===== src/rtl/pipe_ctrl_regs_if.sv =====
// Bus between the decode/hazard logic and the pipe_ctrl_regs register bank.
// StallCnt/FlushCnt exist only when PIPE_PERF_CNT_EN is defined.
interface pipe_ctrl_regs_if #(
  parameter int CNT_W = 32
);
  // Fetch / decode side
  logic        StallF;
  logic        StallD;
  logic        FlushE;
  logic        PCSrcD;
  logic [31:0] PCBranchD;
  logic [31:0] InstrF;
  logic [31:0] InstrD;
  logic [31:0] PCF;
  logic [31:0] PCPlus4D;

  // Decode controls
  logic [4:0]  rdD;
  logic        RegWriteD;
  logic        MemtoRegD;
  logic        MemWriteD;
  logic        RegDstD;
  logic        ALUSrcD;
  logic [2:0]  ALUControlD;

  // Execute stage
  logic [4:0]  rsE;
  logic [4:0]  rtE;
  logic [4:0]  rdE;
  logic        RegWriteE;
  logic        MemtoRegE;
  logic        MemWriteE;
  logic        ALUSrcE;
  logic [2:0]  ALUControlE;
  logic [4:0]  WriteRegE;

  // Memory and writeback stages
  logic        RegWriteM;
  logic        MemtoRegM;
  logic        MemWriteM;
  logic [4:0]  WriteRegM;
  logic        RegWriteW;
  logic        MemtoRegW;
  logic [4:0]  WriteRegW;

`ifdef PIPE_PERF_CNT_EN
  logic [CNT_W-1:0] StallCnt;
  logic [CNT_W-1:0] FlushCnt;
`else
  // CNT_W stays a legal parameter so instances are identical in both builds.
  if (CNT_W < 1) begin : g_cnt_w_unused
  end
`endif

  modport master (
    output StallF, StallD, FlushE, PCSrcD, PCBranchD, InstrF,
    output rdD, RegWriteD, MemtoRegD, MemWriteD, RegDstD, ALUSrcD, ALUControlD,
    input  InstrD, PCF, PCPlus4D,
    input  rsE, rtE, rdE, RegWriteE, MemtoRegE, MemWriteE, ALUSrcE, ALUControlE, WriteRegE,
    input  RegWriteM, MemtoRegM, MemWriteM, WriteRegM,
    input  RegWriteW, MemtoRegW, WriteRegW
`ifdef PIPE_PERF_CNT_EN
    , input StallCnt, FlushCnt
`endif
  );

  modport slave (
    input  StallF, StallD, FlushE, PCSrcD, PCBranchD, InstrF,
    input  rdD, RegWriteD, MemtoRegD, MemWriteD, RegDstD, ALUSrcD, ALUControlD,
    output InstrD, PCF, PCPlus4D,
    output rsE, rtE, rdE, RegWriteE, MemtoRegE, MemWriteE, ALUSrcE, ALUControlE, WriteRegE,
    output RegWriteM, MemtoRegM, MemWriteM, WriteRegM,
    output RegWriteW, MemtoRegW, WriteRegW
`ifdef PIPE_PERF_CNT_EN
    , output StallCnt, FlushCnt
`endif
  );
endinterface


===== src/rtl/pipe_ctrl_regs.sv =====
// PC and IF/ID, ID/EX, EX/MEM, MEM/WB control/address registers of the 5-stage MIPS core.
// Optional saturating stall/flush counters are built when PIPE_PERF_CNT_EN is defined.
module pipe_ctrl_regs #(
  parameter logic [31:0] RESET_PC = 32'h0000_0000,
  parameter int          CNT_W    = 32
) (
  input  logic           clk,
  input  logic           reset,
  pipe_ctrl_regs_if.slave bus
);

  typedef struct packed {
    logic       reg_write;
    logic       memto_reg;
    logic       mem_write;
    logic       alu_src;
    logic       reg_dst;
    logic [2:0] alu_control;
    logic [4:0] rs;
    logic [4:0] rt;
    logic [4:0] rd;
  } ex_regs_t;

  typedef struct packed {
    logic       reg_write;
    logic       memto_reg;
    logic       mem_write;
    logic [4:0] write_reg;
  } mem_regs_t;

  typedef struct packed {
    logic       reg_write;
    logic       memto_reg;
    logic [4:0] write_reg;
  } wb_regs_t;

  logic [31:0] pc_f;
  logic [31:0] pc_plus4_f;
  logic [31:0] pc_next;
  logic [31:0] instr_d;
  logic [31:0] pc_plus4_d;
  logic        flush_d;
  ex_regs_t    ex_next;
  ex_regs_t    ex_q;
  logic [4:0]  write_reg_e;
  mem_regs_t   mem_q;
  wb_regs_t    wb_q;

  assign pc_plus4_f = pc_f + 32'd4;
  // A stalled decode stage keeps its instruction, so a taken branch cannot squash it.
  assign flush_d    = bus.PCSrcD & ~bus.StallD;

  always_comb begin
    // NOTE: default first so every path assigns pc_next and no latch is inferred.
    pc_next = pc_plus4_f;
    if (bus.PCSrcD) pc_next = bus.PCBranchD;
  end

  // NOTE: sequential state uses non-blocking assignments so all registers sample pre-edge values.
  always_ff @(posedge clk or posedge reset) begin
    if (reset) begin
      pc_f <= RESET_PC;
    end else if (!bus.StallF) begin
      pc_f <= pc_next;
    end
  end

  always_ff @(posedge clk or posedge reset) begin
    if (reset) begin
      instr_d    <= '0;
      pc_plus4_d <= '0;
    end else if (!bus.StallD) begin
      if (flush_d) begin
        instr_d    <= '0;
        pc_plus4_d <= '0;
      end else begin
        instr_d    <= bus.InstrF;
        pc_plus4_d <= pc_plus4_f;
      end
    end
  end

  always_comb begin
    ex_next = '0;
    if (!bus.FlushE) begin
      ex_next.reg_write   = bus.RegWriteD;
      ex_next.memto_reg   = bus.MemtoRegD;
      ex_next.mem_write   = bus.MemWriteD;
      ex_next.alu_src     = bus.ALUSrcD;
      ex_next.reg_dst     = bus.RegDstD;
      ex_next.alu_control = bus.ALUControlD;
      ex_next.rs          = instr_d[25:21];
      ex_next.rt          = instr_d[20:16];
      ex_next.rd          = bus.rdD;
    end
  end

  always_ff @(posedge clk or posedge reset) begin
    if (reset) begin
      ex_q <= '0;
    end else begin
      ex_q <= ex_next;
    end
  end

  assign write_reg_e = ex_q.reg_dst ? ex_q.rd : ex_q.rt;

  always_ff @(posedge clk or posedge reset) begin
    if (reset) begin
      mem_q <= '0;
      wb_q  <= '0;
    end else begin
      mem_q.reg_write <= ex_q.reg_write;
      mem_q.memto_reg <= ex_q.memto_reg;
      mem_q.mem_write <= ex_q.mem_write;
      mem_q.write_reg <= write_reg_e;
      wb_q.reg_write  <= mem_q.reg_write;
      wb_q.memto_reg  <= mem_q.memto_reg;
      wb_q.write_reg  <= mem_q.write_reg;
    end
  end

  assign bus.PCF         = pc_f;
  assign bus.InstrD      = instr_d;
  assign bus.PCPlus4D    = pc_plus4_d;
  assign bus.rsE         = ex_q.rs;
  assign bus.rtE         = ex_q.rt;
  assign bus.rdE         = ex_q.rd;
  assign bus.RegWriteE   = ex_q.reg_write;
  assign bus.MemtoRegE   = ex_q.memto_reg;
  assign bus.MemWriteE   = ex_q.mem_write;
  assign bus.ALUSrcE     = ex_q.alu_src;
  assign bus.ALUControlE = ex_q.alu_control;
  assign bus.WriteRegE   = write_reg_e;
  assign bus.RegWriteM   = mem_q.reg_write;
  assign bus.MemtoRegM   = mem_q.memto_reg;
  assign bus.MemWriteM   = mem_q.mem_write;
  assign bus.WriteRegM   = mem_q.write_reg;
  assign bus.RegWriteW   = wb_q.reg_write;
  assign bus.MemtoRegW   = wb_q.memto_reg;
  assign bus.WriteRegW   = wb_q.write_reg;

`ifdef PIPE_PERF_CNT_EN
  logic [CNT_W-1:0] stall_cnt;
  logic [CNT_W-1:0] flush_cnt;

  // Both counters stick at all-ones instead of wrapping.
  always_ff @(posedge clk or posedge reset) begin
    if (reset) begin
      stall_cnt <= '0;
      flush_cnt <= '0;
    end else begin
      if (bus.StallD && (stall_cnt != '1)) stall_cnt <= stall_cnt + CNT_W'(1);
      if ((bus.FlushE || flush_d) && (flush_cnt != '1)) flush_cnt <= flush_cnt + CNT_W'(1);
    end
  end

  assign bus.StallCnt = stall_cnt;
  assign bus.FlushCnt = flush_cnt;
`else
  if (CNT_W < 1) begin : g_cnt_w_unused
  end
`endif

endmodule


===== src/flat_wrapper.sv =====
// flat-port wrapper written by rule: the top's interface ports become plain ports
module pipe_ctrl_regs_flat 
#(
  parameter logic [31:0] RESET_PC = 32'h0000_0000,
  parameter int          CNT_W    = 32
)
  (clk, reset, bus_StallF, bus_StallD, bus_FlushE, bus_PCSrcD, bus_PCBranchD, bus_InstrF, bus_rdD, bus_RegWriteD, bus_MemtoRegD, bus_MemWriteD, bus_RegDstD, bus_ALUSrcD, bus_ALUControlD, bus_InstrD, bus_PCF, bus_PCPlus4D, bus_rsE, bus_rtE, bus_rdE, bus_RegWriteE, bus_MemtoRegE, bus_MemWriteE, bus_ALUSrcE, bus_ALUControlE, bus_WriteRegE, bus_RegWriteM, bus_MemtoRegM, bus_MemWriteM, bus_WriteRegM, bus_RegWriteW, bus_MemtoRegW, bus_WriteRegW);
  pipe_ctrl_regs_if #(.CNT_W(CNT_W)) bus_i ();
  input  logic clk;
  input  logic reset;
  input wire logic [$bits(bus_i.StallF)-1:0] bus_StallF;
  input wire logic [$bits(bus_i.StallD)-1:0] bus_StallD;
  input wire logic [$bits(bus_i.FlushE)-1:0] bus_FlushE;
  input wire logic [$bits(bus_i.PCSrcD)-1:0] bus_PCSrcD;
  input wire logic [$bits(bus_i.PCBranchD)-1:0] bus_PCBranchD;
  input wire logic [$bits(bus_i.InstrF)-1:0] bus_InstrF;
  input wire logic [$bits(bus_i.rdD)-1:0] bus_rdD;
  input wire logic [$bits(bus_i.RegWriteD)-1:0] bus_RegWriteD;
  input wire logic [$bits(bus_i.MemtoRegD)-1:0] bus_MemtoRegD;
  input wire logic [$bits(bus_i.MemWriteD)-1:0] bus_MemWriteD;
  input wire logic [$bits(bus_i.RegDstD)-1:0] bus_RegDstD;
  input wire logic [$bits(bus_i.ALUSrcD)-1:0] bus_ALUSrcD;
  input wire logic [$bits(bus_i.ALUControlD)-1:0] bus_ALUControlD;
  output wire logic [$bits(bus_i.InstrD)-1:0] bus_InstrD;
  output wire logic [$bits(bus_i.PCF)-1:0] bus_PCF;
  output wire logic [$bits(bus_i.PCPlus4D)-1:0] bus_PCPlus4D;
  output wire logic [$bits(bus_i.rsE)-1:0] bus_rsE;
  output wire logic [$bits(bus_i.rtE)-1:0] bus_rtE;
  output wire logic [$bits(bus_i.rdE)-1:0] bus_rdE;
  output wire logic [$bits(bus_i.RegWriteE)-1:0] bus_RegWriteE;
  output wire logic [$bits(bus_i.MemtoRegE)-1:0] bus_MemtoRegE;
  output wire logic [$bits(bus_i.MemWriteE)-1:0] bus_MemWriteE;
  output wire logic [$bits(bus_i.ALUSrcE)-1:0] bus_ALUSrcE;
  output wire logic [$bits(bus_i.ALUControlE)-1:0] bus_ALUControlE;
  output wire logic [$bits(bus_i.WriteRegE)-1:0] bus_WriteRegE;
  output wire logic [$bits(bus_i.RegWriteM)-1:0] bus_RegWriteM;
  output wire logic [$bits(bus_i.MemtoRegM)-1:0] bus_MemtoRegM;
  output wire logic [$bits(bus_i.MemWriteM)-1:0] bus_MemWriteM;
  output wire logic [$bits(bus_i.WriteRegM)-1:0] bus_WriteRegM;
  output wire logic [$bits(bus_i.RegWriteW)-1:0] bus_RegWriteW;
  output wire logic [$bits(bus_i.MemtoRegW)-1:0] bus_MemtoRegW;
  output wire logic [$bits(bus_i.WriteRegW)-1:0] bus_WriteRegW;
  assign bus_i.StallF = bus_StallF;
  assign bus_i.StallD = bus_StallD;
  assign bus_i.FlushE = bus_FlushE;
  assign bus_i.PCSrcD = bus_PCSrcD;
  assign bus_i.PCBranchD = bus_PCBranchD;
  assign bus_i.InstrF = bus_InstrF;
  assign bus_i.rdD = bus_rdD;
  assign bus_i.RegWriteD = bus_RegWriteD;
  assign bus_i.MemtoRegD = bus_MemtoRegD;
  assign bus_i.MemWriteD = bus_MemWriteD;
  assign bus_i.RegDstD = bus_RegDstD;
  assign bus_i.ALUSrcD = bus_ALUSrcD;
  assign bus_i.ALUControlD = bus_ALUControlD;
  assign bus_InstrD = bus_i.InstrD;
  assign bus_PCF = bus_i.PCF;
  assign bus_PCPlus4D = bus_i.PCPlus4D;
  assign bus_rsE = bus_i.rsE;
  assign bus_rtE = bus_i.rtE;
  assign bus_rdE = bus_i.rdE;
  assign bus_RegWriteE = bus_i.RegWriteE;
  assign bus_MemtoRegE = bus_i.MemtoRegE;
  assign bus_MemWriteE = bus_i.MemWriteE;
  assign bus_ALUSrcE = bus_i.ALUSrcE;
  assign bus_ALUControlE = bus_i.ALUControlE;
  assign bus_WriteRegE = bus_i.WriteRegE;
  assign bus_RegWriteM = bus_i.RegWriteM;
  assign bus_MemtoRegM = bus_i.MemtoRegM;
  assign bus_MemWriteM = bus_i.MemWriteM;
  assign bus_WriteRegM = bus_i.WriteRegM;
  assign bus_RegWriteW = bus_i.RegWriteW;
  assign bus_MemtoRegW = bus_i.MemtoRegW;
  assign bus_WriteRegW = bus_i.WriteRegW;
  pipe_ctrl_regs #(.RESET_PC(RESET_PC), .CNT_W(CNT_W)) u_core (.clk(clk), .reset(reset), .bus(bus_i));
endmodule

===== config.mk =====
export PLATFORM = sky130hd
export DESIGN_NAME = pipe_ctrl_regs_flat
export DESIGN_NICKNAME = d
export VERILOG_FILES = /design/src/rtl/pipe_ctrl_regs_if.sv /design/src/rtl/pipe_ctrl_regs.sv /design/src/flat_wrapper.sv
export SDC_FILE = /design/constraint.sdc
export NUM_CORES = 1
export LEC_CHECK = 0
export BUFFER_PORTS_ARGS = -buffer_cell sky130_fd_sc_hd__buf_2
export CAP_MARGIN = 5
export CORE_ASPECT_RATIO = 0.75
export CORE_UTILIZATION = 45
export CTS_BUF_LIST = sky130_fd_sc_hd__clkbuf_8
export CTS_CLUSTER_DIAMETER = 150
export DETAILED_ROUTE_END_ITERATION = 12
export GPL_ROUTABILITY_DRIVEN = 0
export PLACE_DENSITY = 0.78
export SYNTH_ARGS = -nofsm -noshare
export SYNTH_HDL_FRONTEND = slang
export SYNTH_SLANG_ARGS = --single-unit

===== constraint.sdc =====
create_clock -name clk -period 4.6 [get_ports clk]
set_clock_uncertainty 0.15 [all_clocks]
set_input_delay 0.92 -clock clk [delete_from_list [all_inputs] [get_ports clk]]
set_output_delay 0.92 -clock clk [all_outputs]
set_load 0.03 [all_outputs]

==> impl_metrics.yaml <==
run_status:
  status: "finished, final reports clean"
final_layout:
  n_antenna_cell: 0
  area_growth_syn_to_layout_pct: 26.08
  num-nets-final: 791
  drive_gt1_share_pct: 37.78
sta:
  min_period_over_period_pct: 64.60
  fmax_mhz: 336.5
  slew_violations: 0
  min_period_ns: 2.972
  tightest_slew_ns: 0.8597
  fin_setup_tns_ns: 0
  final-hold-violation-count: 0
  setup_ws_ns: 1.628
  rsz0062_at_grt: "false"
  slew_headroom_pct: 42.69
  setup-violations-final: 0
worst_setup_path:
  cp_slowest_stage_delay_ns: 0.69
  arrival_ns: 3.20
  cp.required_ns: 4.82
  reg2regPathDepth: 6
  r2r_slack_ns: 2.26
  worst_setup_path_end_kind: "register"
  r2r-start: "u_core.bus.PCF[2]"
  cp_slowest_cell: "nor2_1"
  path_cells: "buf_2 > inv_2 > nor2_1 > a22oi_1 > o41ai_1 > a31o_2"
  critical_path.max_fanout: 46
  worstSetupPathType: "input pin to register"
  cp-start-kind: "input pin"
  timing.rr.end: "u_core.bus.PCPlus4D[26]"
yosys:
  synthesis.instances: 516
  synth.avg_cell_area_um2: 11.20
  syn-cell-area_um2: 5781
  yosys_warnings: 0
  ys_seq_area_share_pct: 58.01
  yosys.cell_types.count: 45
  synth_edf_count: 0
  ys_async_sr_fraction_pct: 100.0
  syn-num-nets: 600
  synth-seq-cells: 134
  ys.flop_type: "dfrtp_1"
global_route:
  grt_pass1_vias: 4713
  grt_pass1_wl_mm: 24.83
  grtUsageTotal_pct: 24.11
  gr-total-overflow: 0
  antenna_found_initial: 0
  grt_start_max_net_pins: 75
drt:
  vias_per_cell: 5.588
  dr.pass1.iters: 5
  drt_wl_total_mm: 15.80
  drtIter0Drc: 325
  antenna_left: 0
  post-route-drc-count: 0
  dr_total_vias: 4951
  post_drt_wl_per_cell_um: 17.84
placed_design:
  place_ws_ns: 1.249
  hpwl_mm: 10.90
  io_buffers: 220
cts:
  post_cts_resized: 0
  root_buffer: "clkbuf_8"
  numClockSinks: 134
  hold_buffers: 0
  cts_max_level: 4
  path_clk_slew_ns: 0.08
  cts_tree: "done"
  cts_made_buffers: 17
  clk_path_buf_depth: 2
  worstSkewPairLatency_ns: 0.43
  postCtsSetupBuffers: 0
floorplan:
  initial_core_util_pct: 46.64
  io_pins: 221
  die_w_um: 132.9
  die-area_um2: 13310
  row_count: 35
  core_region_area_um2: 12390
  die_y_um: 100.2
run:
  drv_cap: 0
pwr:
  peakVddDrop_uv: 194.6
  cellPowerDensity_nw_per_um2: 417.0
  p_leak_nw: 3.720
min_path:
  hold_depth: 0
  worstHoldStart: "u_core.bus.WriteRegM[4]"
  hold_class: "register to register"
  min_to: "u_core.bus.WriteRegW[4]"
==> worst max path at each step <==
stage,start,cells past startpoint,endpoint,slack (ns)
after floorplan,reset,1,u_core.bus.ALUControlE[0],1.86
after global placement,bus_PCSrcD,6,u_core.bus.PCF[27],1.41
after detailed placement,bus_PCSrcD,6,u_core.bus.PCF[27],1.25
after CTS,bus_PCSrcD,6,u_core.bus.PCF[27],1.71
after global routing,bus_PCSrcD,6,u_core.bus.PCF[27],1.45
final,bus_PCSrcD,6,u_core.bus.PCF[27],1.63
==> routing by layer <==
layer / vias up / GRT usage [%] / wire length (µm) / share of wire, %
li1: 2235 / - / - / -
met1: 2435 / 32.82 / 6854 / 43
met2: 255 / 38.02 / 7410 / 47
met3: 26 / 5.859 / 1317 / 8.3
met4: 0 / 8.223 / 222 / 1.4
met5: - / 0 / 0 / 0
==> where the power goes <==
part / internal [mW] / switching, mW / total, mW
Sequential: 1.29 / 0.121 / 1.41
Combinational: 0.224 / 0.457 / 0.681
Clock: 0.455 / 0.493 / 0.948
Total: 1.97 / 1.07 / 3.04
==> through the flow <==
stage | std cells | area [µm²] | hold WS (ns) | power, mW | utilization, %
global route | 886 | 7288 | 0.2475 | 3.175 | 58.81
CTS | 885 | 7261 | 0.2280 | 3.065 | 58.59
global placement | 853 | 6873 | 0.2046 | 2.090 | 55.46
floorplan | 516 | 5784 | 0.4157 | 1.881 | -
detailed placement | 853 | 6873 | 0.2097 | 2.111 | 55.46
finish | 886 | 7288 | 0.2269 | 3.039 | 58.81
==> sequential cells by signal, indices dropped and copies added (netlist names) <==
name	count
u_core.bus.InstrD	32
u_core.bus.rtE	5
u_core.bus.PCF	32
u_core.bus.rdE	5
u_core.bus.RegWriteE	1
u_core.bus.RegWriteW	1
u_core.bus.rsE	5
u_core.ex_q	1
u_core.bus.MemtoRegE	1
u_core.bus.ALUControlE	3
u_core.bus.WriteRegM	5
u_core.bus.RegWriteM	1
u_core.bus.MemtoRegM	1
u_core.bus.PCPlus4D	32
u_core.bus.MemWriteM	1
u_core.bus.MemWriteE	1
u_core.bus.WriteRegW	5
u_core.bus.MemtoRegW	1
u_core.bus.ALUSrcE	1
==> cell families (layout without fill, tap and decap cells) <==
| group | after synthesis | in the layout | share of synthesized area, % |
|---|---|---|---|
| xor+xnor | 27 | 27 | 4.091 |
| compound gates | 134 | 134 | 17.32 |
| buf+inv | 61 | 265 | 5.130 |
| simple gates | 150 | 150 | 13.55 |
| flops | 134 | 134 | 58.01 |
| fa+ha+maj | 1 | 1 | 0.2164 |
| mux | 9 | 9 | 1.688 |
==> placed cells by master, fill, tap and decap left out, types with 2 or more instances in the layout <==
master / instances
nor3_2: 2
a22oi_1: 13
o21ai_0: 13
clkbuf_8: 18
o311ai_0: 3
o22a_1: 2
xor2_1: 13
inv_1: 7
clkinvlp_4: 3
or3_1: 2
nor2b_1: 23
dfrtp_1: 134
nand2_1: 40
a2bb2oi_1: 4
or4_1: 2
a22o_1: 53
o31ai_1: 8
a31oi_1: 2
a21oi_1: 18
clkinv_4: 4
nor3_1: 8
and3_1: 8
inv_6: 5
mux2i_1: 3
nand4_1: 9
buf_4: 2
xnor2_1: 14
o22ai_1: 9
nand3_1: 27
nor2_1: 21
mux2_2: 6
o2bb2ai_1: 2
o41ai_1: 2
buf_2: 220
==> worst max-delay path: cells and delay by family <==
kind | cells | cell delay [ns]
buffers and inverters | 2 | 1.14
AO/OA/AOI/OAI | 3 | 0.42
AND/OR/NAND/NOR | 1 | 0.69
==> cell type report <==
class	instances	area, µm²
fill	1036	5105
sequential	134	3353
multi-input combinational	321	2138
timing repair buffer	224	1164
clock buffer	18	247.7
tap	166	207.7
clock inverter	14	140.1
inverter	9	37.54
==> synthesized netlist by cell type, types with 2 or more instances <==
master | number | share of area, %
mux2i_1 | 3 | 0.52
a21oi_1 | 18 | 1.6
or3_1 | 2 | 0.22
nand4_1 | 9 | 0.97
o311ai_0 | 3 | 0.45
a22oi_1 | 13 | 1.7
nor3_1 | 8 | 0.69
o41ai_1 | 2 | 0.30
a31oi_1 | 2 | 0.22
a2bb2oi_1 | 4 | 0.61
buf_4 | 18 | 2.3
nor2b_1 | 23 | 2.5
o22a_1 | 2 | 0.30
mux2_2 | 6 | 1.2
and3_1 | 8 | 0.87
o21ai_0 | 13 | 1.1
clkbuf_1 | 28 | 1.8
xor2_1 | 13 | 2.0
nand2_1 | 40 | 2.6
inv_1 | 8 | 0.52
nor2_1 | 22 | 1.4
nand3_1 | 27 | 2.3
buf_1 | 6 | 0.39
or4_1 | 2 | 0.26
a22o_1 | 53 | 8.0
o2bb2ai_1 | 2 | 0.30
nor3_2 | 2 | 0.35
o22ai_1 | 9 | 0.97
xnor2_1 | 14 | 2.1
o31ai_1 | 8 | 1.0
dfrtp_1 | 134 | 58
Note: power is estimated with default switching activity, not from simulation.
